File: config.mk
export PLATFORM = sky130hd
export DESIGN_NAME = dshift_seq_flat
export DESIGN_NICKNAME = d
export VERILOG_FILES = /design/src/rtl/dshift_seq_if.sv /design/src/rtl/dshift_seq.sv /design/src/flat_wrapper.sv
export SDC_FILE = /design/constraint.sdc
export NUM_CORES = 1
export LEC_CHECK = 0
export ABC_AREA = 1
export CAP_MARGIN = 20
export CORE_MARGIN = 2
export CORE_UTILIZATION = 65
export DETAILED_ROUTE_END_ITERATION = 12
export DONT_BUFFER_PORTS = 1
export GPL_ROUTABILITY_DRIVEN = 0
export PLACE_DENSITY = 0.77
export SLEW_MARGIN = 20
export SYNTH_ARGS = -nofsm -noshare
export SYNTH_HDL_FRONTEND = slang
export SYNTH_SLANG_ARGS = --single-unit
File: constraint.sdc
create_clock -name clk -period 3.2 [get_ports clk]
set_clock_uncertainty 0.2 [all_clocks]
set_input_delay 0.48 -clock clk [delete_from_list [all_inputs] [get_ports clk]]
set_output_delay 0.48 -clock clk [all_outputs]
set_load 0.05 [all_outputs]
File: src/rtl/dshift_seq_if.sv
// Command and operand-buffer/feed-register bus for the delay-shift feed sequencer.
interface dshift_seq_if #(
    parameter int unsigned AW = 10,
    parameter int unsigned LW = 6
);
    logic          start;
    logic [1:0]    mode;
    logic [AW-1:0] base_addr;
    logic [LW-1:0] len;
    logic          rd_en;
    logic [AW-1:0] rd_addr;
    logic [1:0]    dir;
    logic          out_valid;
    logic          busy;
    logic          done;

    // Command issuer / observer side
    modport master (
        output start, mode, base_addr, len,
        input  rd_en, rd_addr, dir, out_valid, busy, done
    );

    // Sequencer side
    modport slave (
        input  start, mode, base_addr, len,
        output rd_en, rd_addr, dir, out_valid, busy, done
    );
endinterface

File: src/rtl/dshift_seq.sv
// Sequencer for the DEPTH-lane delay-shift feed register: issues an operand
// read burst, steers the feed register direction code in step with the
// returning data, flags valid operands and pulses done at the end.
module dshift_seq #(
    parameter int unsigned DEPTH  = 4,
    parameter int unsigned AW     = 10,
    parameter int unsigned LW     = 6,
    parameter int unsigned RD_LAT = 2
) (
    input  logic          clk,
    input  logic          sys_rst,
    dshift_seq_if.slave   bus
);

    localparam int unsigned KW = LW + 1;
    localparam int unsigned DW = 4;

    typedef enum logic [1:0] {
        IDLE  = 2'd0,
        ISSUE = 2'd1,
        DRAIN = 2'd2,
        FIN   = 2'd3
    } state_e;

    state_e            state_q, state_d;
    logic [1:0]        mode_q, mode_d;
    logic [LW-1:0]     len_q, len_d;
    logic [LW-1:0]     cnt_q, cnt_d;
    logic [DW-1:0]     dcnt_q, dcnt_d;
    logic [KW-1:0]     k_q, k_d;
    logic [RD_LAT-1:0] pipe_q, pipe_d;
    logic              rd_en_q, rd_en_d;
    logic [AW-1:0]     rd_addr_q, rd_addr_d;
    logic [1:0]        dir_q, dir_d;
    logic              out_valid_q, out_valid_d;
    logic              busy_q, busy_d;
    logic              done_q, done_d;

    logic [KW-1:0]     thr;

    // Fill threshold: a full column for POS, a landmark pair for NEW modes
    assign thr = (mode_q == 2'b01) ? KW'(DEPTH) : KW'(2);

    // Next-state, read issue, tag pipe, direction and valid generation
    always_comb begin
        state_d     = state_q;
        mode_d      = mode_q;
        len_d       = len_q;
        cnt_d       = cnt_q;
        dcnt_d      = dcnt_q;
        k_d         = k_q;
        rd_en_d     = 1'b0;
        rd_addr_d   = rd_addr_q;
        busy_d      = busy_q;
        done_d      = 1'b0;

        // Data for a tag leaving the pipe arrives at the feed register next cycle
        dir_d       = pipe_q[RD_LAT-1] ? mode_q : 2'b00;
        k_d         = (dir_q != 2'b00) ? k_q + KW'(1) : k_q;
        out_valid_d = (dir_q != 2'b00) && ((k_q + KW'(1)) >= thr);

        unique case (state_q)
            IDLE: begin
                if (bus.start) begin
                    mode_d = bus.mode;
                    len_d  = bus.len;
                    k_d    = '0;
                    busy_d = 1'b1;
                    if ((bus.len == '0) || (bus.mode == 2'b00)) begin
                        state_d = FIN;
                        done_d  = 1'b1;
                    end else begin
                        state_d   = ISSUE;
                        rd_en_d   = 1'b1;
                        rd_addr_d = bus.base_addr;
                        cnt_d     = LW'(1);
                    end
                end
            end
            ISSUE: begin
                if (cnt_q == len_q) begin
                    state_d = DRAIN;
                    dcnt_d  = '0;
                end else begin
                    rd_en_d   = 1'b1;
                    rd_addr_d = rd_addr_q + AW'(1);
                    cnt_d     = cnt_q + LW'(1);
                end
            end
            DRAIN: begin
                // Hold until the last tag has shifted and its valid slot has passed
                if (dcnt_q == DW'(RD_LAT)) begin
                    state_d = FIN;
                    done_d  = 1'b1;
                end else begin
                    dcnt_d = dcnt_q + DW'(1);
                end
            end
            FIN: begin
                state_d = IDLE;
                busy_d  = 1'b0;
            end
            default: begin
                state_d = IDLE;
                busy_d  = 1'b0;
            end
        endcase

        // Valid-tag pipe: stage 0 tracks rd_en, each stage adds one cycle
        pipe_d[0] = rd_en_d;
        for (int i = 1; i < int'(RD_LAT); i++) begin
            pipe_d[i] = pipe_q[i-1];
        end
    end

    // State and output registers with synchronous reset
    always_ff @(posedge clk) begin
        if (sys_rst) begin
            state_q     <= IDLE;
            mode_q      <= 2'b00;
            len_q       <= '0;
            cnt_q       <= '0;
            dcnt_q      <= '0;
            k_q         <= '0;
            pipe_q      <= '0;
            rd_en_q     <= 1'b0;
            rd_addr_q   <= '0;
            dir_q       <= 2'b00;
            out_valid_q <= 1'b0;
            busy_q      <= 1'b0;
            done_q      <= 1'b0;
        end else begin
            state_q     <= state_d;
            mode_q      <= mode_d;
            len_q       <= len_d;
            cnt_q       <= cnt_d;
            dcnt_q      <= dcnt_d;
            k_q         <= k_d;
            pipe_q      <= pipe_d;
            rd_en_q     <= rd_en_d;
            rd_addr_q   <= rd_addr_d;
            dir_q       <= dir_d;
            out_valid_q <= out_valid_d;
            busy_q      <= busy_d;
            done_q      <= done_d;
        end
    end

    assign bus.rd_en     = rd_en_q;
    assign bus.rd_addr   = rd_addr_q;
    assign bus.dir       = dir_q;
    assign bus.out_valid = out_valid_q;
    assign bus.busy      = busy_q;
    assign bus.done      = done_q;

endmodule

File: src/flat_wrapper.sv
// flat-port wrapper written by rule: the top's interface ports become plain ports
module dshift_seq_flat 
#(
    parameter int unsigned DEPTH  = 4,
    parameter int unsigned AW     = 10,
    parameter int unsigned LW     = 6,
    parameter int unsigned RD_LAT = 2
)
  (clk, sys_rst, bus_start, bus_mode, bus_base_addr, bus_len, bus_rd_en, bus_rd_addr, bus_dir, bus_out_valid, bus_busy, bus_done);
  dshift_seq_if #(.AW(AW), .LW(LW)) bus_i ();
  input  logic clk;
  input  logic sys_rst;
  input wire logic [$bits(bus_i.start)-1:0] bus_start;
  input wire logic [$bits(bus_i.mode)-1:0] bus_mode;
  input wire logic [$bits(bus_i.base_addr)-1:0] bus_base_addr;
  input wire logic [$bits(bus_i.len)-1:0] bus_len;
  output wire logic [$bits(bus_i.rd_en)-1:0] bus_rd_en;
  output wire logic [$bits(bus_i.rd_addr)-1:0] bus_rd_addr;
  output wire logic [$bits(bus_i.dir)-1:0] bus_dir;
  output wire logic [$bits(bus_i.out_valid)-1:0] bus_out_valid;
  output wire logic [$bits(bus_i.busy)-1:0] bus_busy;
  output wire logic [$bits(bus_i.done)-1:0] bus_done;
  assign bus_i.start = bus_start;
  assign bus_i.mode = bus_mode;
  assign bus_i.base_addr = bus_base_addr;
  assign bus_i.len = bus_len;
  assign bus_rd_en = bus_i.rd_en;
  assign bus_rd_addr = bus_i.rd_addr;
  assign bus_dir = bus_i.dir;
  assign bus_out_valid = bus_i.out_valid;
  assign bus_busy = bus_i.busy;
  assign bus_done = bus_i.done;
  dshift_seq #(.DEPTH(DEPTH), .AW(AW), .LW(LW), .RD_LAT(RD_LAT)) u_core (.clk(clk), .sys_rst(sys_rst), .bus(bus_i));
endmodule
After elaboration in Yosys (flattened, before gate mapping)
Cells that the tools add are included.
{"block": "word_totals", "regBits": 45, "output_inout_bits": 16, "wordCells": 76}
{"block": "classes", "n_addsub": 4, "magnitude_cmp": 1, "n_eq_ne": 12, "n_mux": 30, "bitwise": 1, "n_reduce_logical": 15}
{"operator": "$mux 10", "count": 3}
{"operator": "$mux 7", "count": 3}
{"operator": "$pmux 10 s2", "count": 1}
{"operator": "$mux 6", "count": 3}
{"operator": "$pmux 6 s2", "count": 1}
{"operator": "$add 10x1->10 const B", "count": 1}
{"operator": "$mux 2", "count": 4}
{"operator": "$mux 4", "count": 2}
{"operator": "$ne 2x2->1 const B", "count": 4}
{"operator": "$pmux 2 s4", "count": 1}
{"operator": "$pmux 4 s2", "count": 1}
{"operator": "$reduce_bool 2->1", "count": 4}
{"operator": "$add 7x1->7 const B", "count": 1}
{"operator": "$ge 7x7->1", "count": 1}
{"operator": "$mux 1", "count": 7}
{"operator": "$add 6x1->6 const B", "count": 1}
{"operator": "$eq 6x6->1", "count": 1}
{"operator": "$logic_not 6->1", "count": 1}
{"operator": "$pmux 1 s2", "count": 3}
{"operator": "$reduce_and 3->1", "count": 2}
{"operator": "$add 4x1->4 const B", "count": 1}
{"operator": "$eq 2x1->1 const B", "count": 2}
{"operator": "$eq 2x2->1 const B", "count": 2}
{"operator": "$eq 4x2->1 const B", "count": 1}
{"operator": "other kinds (9)", "count": 12}

Logic depth before layout (Yosys ltp)
{"block": "logic_depth", "word_depth": 5, "mapped_depth": 11, "depth_no_buf": 10}

Worst setup path after synthesis
No wires, ideal clock.
{"block": "synth_path", "kind": "register to register", "startpoint": "reg u_core.rd_addr_q[0], in the netlist u_core.bus.rd_addr[0]", "endpoint": "reg u_core.rd_addr_q[6], in the netlist u_core.bus.rd_addr[6]", "arrival_time_ns": 1.657, "setup_slack_ns": 1.279, "stages_incl_launch_ff": 10, "path_cell_list": "dfxtp_1 -> ha_1 -> nand2_1 -> nor2_1 -> nand2_1 -> o21ai_0 -> nand3_1 -> nand2_1 -> nor2_1 -> nor2_1"}
{"block": "synth_between", "elab_chain_len": 3}
{"element": "from (decl)", "line": "dshift_seq.sv:33", "text": "logic [AW-1:0] rd_addr_q, rd_addr_d;"}
{"element": "from (signal assigned)", "line": "dshift_seq.sv:141", "text": "rd_addr_q <= rd_addr_d;"}
{"element": "$add 10x1->10", "line": "dshift_seq.sv:86", "text": "rd_addr_d = rd_addr_q + AW'(1);"}
{"element": "$mux 10", "line": "dshift_seq.sv:81", "text": "if (cnt_q == len_q) begin"}
{"element": "$pmux 10 s2", "line": "dshift_seq.sv:62", "text": "unique case (state_q)"}
No other way between the ends. The select of a mux whose other input is x is not followed.
A chain may end at the register's enable or synchronous reset.

Final worst setup path
{"block": "layout_path", "startpoint": "reg u_core.state_q[1]", "endpoint": "reg u_core.cnt_q[0]"}
{"block": "layout_between", "elab_chain_len": 3}
{"element": "from (decl)", "line": "dshift_seq.sv:25", "text": "state_e state_q, state_d;"}
{"element": "from (signal assigned)", "line": "dshift_seq.sv:133", "text": "state_q <= state_d;"}
{"element": "$eq 2x1->1 / $logic_not 2->1 (equally long branches)", "line": "dshift_seq.sv:62"}
{"element": "$ne 2x2->1 (no source line) / $reduce_bool 2->1 (equally long branches)"}
{"element": "$reduce_and 4->1 (no source line)"}
{"element": "to (signal assigned)", "line": "dshift_seq.sv:136", "text": "cnt_q <= cnt_d;"}
{"element": "to (decl)", "line": "dshift_seq.sv:28", "text": "logic [LW-1:0] cnt_q, cnt_d;"}
Parallel ways exist; a longest one is shown, timed or not.

==> impl_results.md <==
* Pwr Total at between 2 and 2.5 mW
* Total gr overflow at 0
* Die H at 65.1 um
* Sequential power share at 0.475
* Crit path DAT at around 2.2 ns
* Gr usage total at 0.257
* Routed vias at 2209
* P_leak at 1.19 nW
* WHS Path Cells at 1
* CTS Buffer Depth at 2
* Power share of the combinational group at 0.373
* Sequential share of the synthesized area at 0.363
* Max-Cap Viols at 0
* Setup tns final at 0 ns
* Final setup viols at 0
* Reg-to-Reg End: u_core.cnt_q[0]
* Fillers at 322
* Routed length per placed instance at 11.8 um
* Setup crit start kind: flip-flop
* Fraction of layout cells with a size suffix above 1 at 0.0543
* Clk sink count at 44
* Cell variety after synth at 30
* Clk_lat worst skew at 0.29 ns
* Crit path time final at around 2.2 ns
* Antenna violations before repair at 0
* Reg2Reg Depth at 9
* Core box area at 0.00363 mm2
* Global-route wire length before repair at between 8000 and 9000 um
* R2R Path Start: u_core.state_q[1]
* Postcts setup bufs at 0
* IO Pins at 37
* Final Hold Viols at 0
* Clk network pwr share at 0.152
* Total Routed Length at 4900 um
* DIE WIDTH at 65.1 um
* Cts bufs inserted at 5
* R2R setup slack at between 0.9 and 1 ns
* Routed Antenna Nets at 0
* Post-synthesis cell count at 368
* Synth warn at 0
* Area grow syn2layout at 4.08%
* Fin nets at 400
* Nature of the critical path endpoint: flip-flop
* Cell Pwr Density at 854 mW/mm2
* Number of vias per cell at 5.31
* Port Buf Inserts at 0
* Net switching power at 1.04 mW
* Status: complete, no violations
* Pint at between 1 and 1.5 mW
* Initial Util at 0.667
* Max IR drop VDD at roughly 570 uV
* Rel. slew slack at 0.525
* Worst hold path type: primary input to flip-flop
* End point of the worst hold path: u_core.cnt_q[3]
* Unrepaired setup endpoints after global routing: no
* Vias in the first global route at 2056
* Hold_sp: sys_rst
* H-tree depth at 2
* FP Rows at 22
* DRC violations left at 0
* Largest net degree at the start of global routing at 26
* Initial DRC count at 159
* Crit share post-route at 0.702
* Drt pass-1 iters at 4
* Switching Fraction at 0.485
* Final Max Tran Viols at 0
* Root buf cell: clkbuf_8
* CTS tree: built
* Post_cts resized at 0
* HPWL after detailed placement at 3590 um
* Mapped Area at about 0.0024 mm2
* Worst Path Required at 3.19 ns
* Clk slew on worst S/H paths at around 0.08 ns
* Slew @ Worst Pin at 0.711 ns
* Maximum clock frequency at 0.445 GHz
* Diodes inserted at 0
* Total die area at between 0.004 and 0.005 mm2
* Flops & latches, synth at 44
* Syn Area/Cell at 6.59 um2
* Hold buffer count at CTS at 0
* Critical path class: flip-flop to flip-flop
* Syn nets at 400
* CP max FO at 22
==> critical path, cell delays in order (launching register included) <==
cell,delay [ns]
dfxtp_1,0.38
inv_1,0.09
ha_1,0.18
buf_4,0.18
inv_1,0.36
o21ai_2,0.19
nand2_4,0.24
inv_1,0.15
nor2_1,0.13
nor2_1,0.05
==> cell families after synthesis <==
group,Yosys count,share of synthesized area
adder cells (fa/ha/maj),11,0.0568
AO/OA/AOI/OAI,60,0.129
buffers and inverters,54,0.0908
XOR/XNOR,5,0.0181
flip-flops,44,0.363
AND/OR/NAND/NOR,194,0.342
==> final cells by class <==
class / instances / area (um2) / share of cell area
inverter: 46 / 174 / 0.0689
clock buffer: 6 / 72.6 / 0.0288
sequential: 44 / 881 / 0.349
clock inverter: 1 / 5.00 / 0.00198
multi-input combinational: 270 / 1320 / 0.525
timing repair buffer: 1 / 7.51 / 0.00297
tap: 48 / 60.1 / 0.0238
==> per-stage QoR <==
stage          cells  hold WS [ns]  cell area [um2]  setup WS, ns   util
5_1_grt          416        0.0230             2520         0.698  0.695
3_3_place_gp     409         0.252             2450          1.05  0.673
3_5_place_dp     409         0.253             2450         0.977  0.673
6_report         416        0.0427             2520         0.953  0.695
2_1_floorplan    368         0.226             2420          1.28      -
4_1_cts          416        0.0316             2520         0.953  0.695
==> power groups by stage <==
stage                     Clock [mW]  Sequential (mW)  Combinational (mW)
after global routing           0.360             1.05               0.945
after CTS                      0.338             1.02               0.804
after floorplan                    0            0.997               0.698
after global placement             0             1.03               0.781
final                          0.327             1.02               0.804
after detailed placement           0             1.04               0.795
==> worst max path at each step <==
stage | from | end | depth (start not counted)
floorplan | u_core.bus.rd_addr[0] | u_core.bus.rd_addr[6] | 9
global placement | u_core.state_q[1] | u_core.bus.rd_addr[0] | 9
detailed placement | u_core.state_q[1] | u_core.bus.rd_addr[1] | 9
CTS | u_core.state_q[1] | u_core.cnt_q[0] | 9
global route | u_core.state_q[0] | u_core.cnt_q[4] | 10
finish | u_core.state_q[1] | u_core.cnt_q[0] | 9
==> synth_stat cells <==
master    count  area (um2)
buf_1         1        3.75
nand3_2       2        20.0
nand4_2       1        12.5
ha_1         11         138
nor3_1        4        20.0
inv_2         1        3.75
o211ai_1      1        7.51
nand3_1      24         120
a21boi_0      1        7.51
o21ai_2       1        8.76
nor2_1       58         218
clkbuf_1      4        15.0
nor3b_1       2        15.0
buf_6         2        22.5
xor2_1        5        43.8
inv_1        44         165
o21ai_0      23         115
o21ai_1       5        25.0
nand4_1       4        25.0
nor2b_1       2        12.5
clkinv_2      1        5.00
a31oi_1       3        18.8
dfxtp_1      44         881
nor2_2        2        12.5
nand2_1      90         338
nand2_2       2        12.5
a21oi_1      26         130
or2_2         2        12.5
nand2_4       1        11.3
buf_2         1        5.00
==> state kept, by name (all words and copies together) (netlist names) <==
signal,count
u_core.bus.busy,1
u_core.state_q,2
u_core.len_q,6
u_core.bus.dir,2
u_core.dcnt_q,4
u_core.cnt_q,6
u_core.bus.out_valid,1
u_core.k_q,7
u_core.mode_q,2
u_core.pipe_q,2
u_core.bus.rd_addr,10
u_core.bus.done,1
==> cells in the final DEF (no fill, tap or decap) <==
cell	instances
or2_2	2
dfxtp_1	44
xor2_1	5
nand2_4	1
clkinv_2	2
o21ai_2	1
nand2_2	2
nand4_2	1
o21ai_0	23
nor2_1	58
nand2_1	90
o211ai_1	1
ha_1	11
inv_1	44
nor3_1	4
a21oi_1	26
a31oi_1	3
a21boi_0	1
clkbuf_8	5
nor2_2	2
o21ai_1	5
buf_4	1
nor2b_1	2
nand3_1	24
clkbuf_1	1
nand4_1	4
nand3_2	2
nor3b_1	2
inv_2	1
==> per-layer routing <==
| layer | GRT usage | vias to the layer above | routed length, um |
|---|---|---|---|
| met2 | 0.410 | 53 | 2220 |
| met5 | 0 | - | 0 |
| met3 | 0.0660 | 4 | 249 |
| met1 | 0.332 | 975 | 2380 |
| li1 | - | 1177 | - |
| met4 | 0.107 | 0 | 36 |
(Power assumes the default switching activity.)
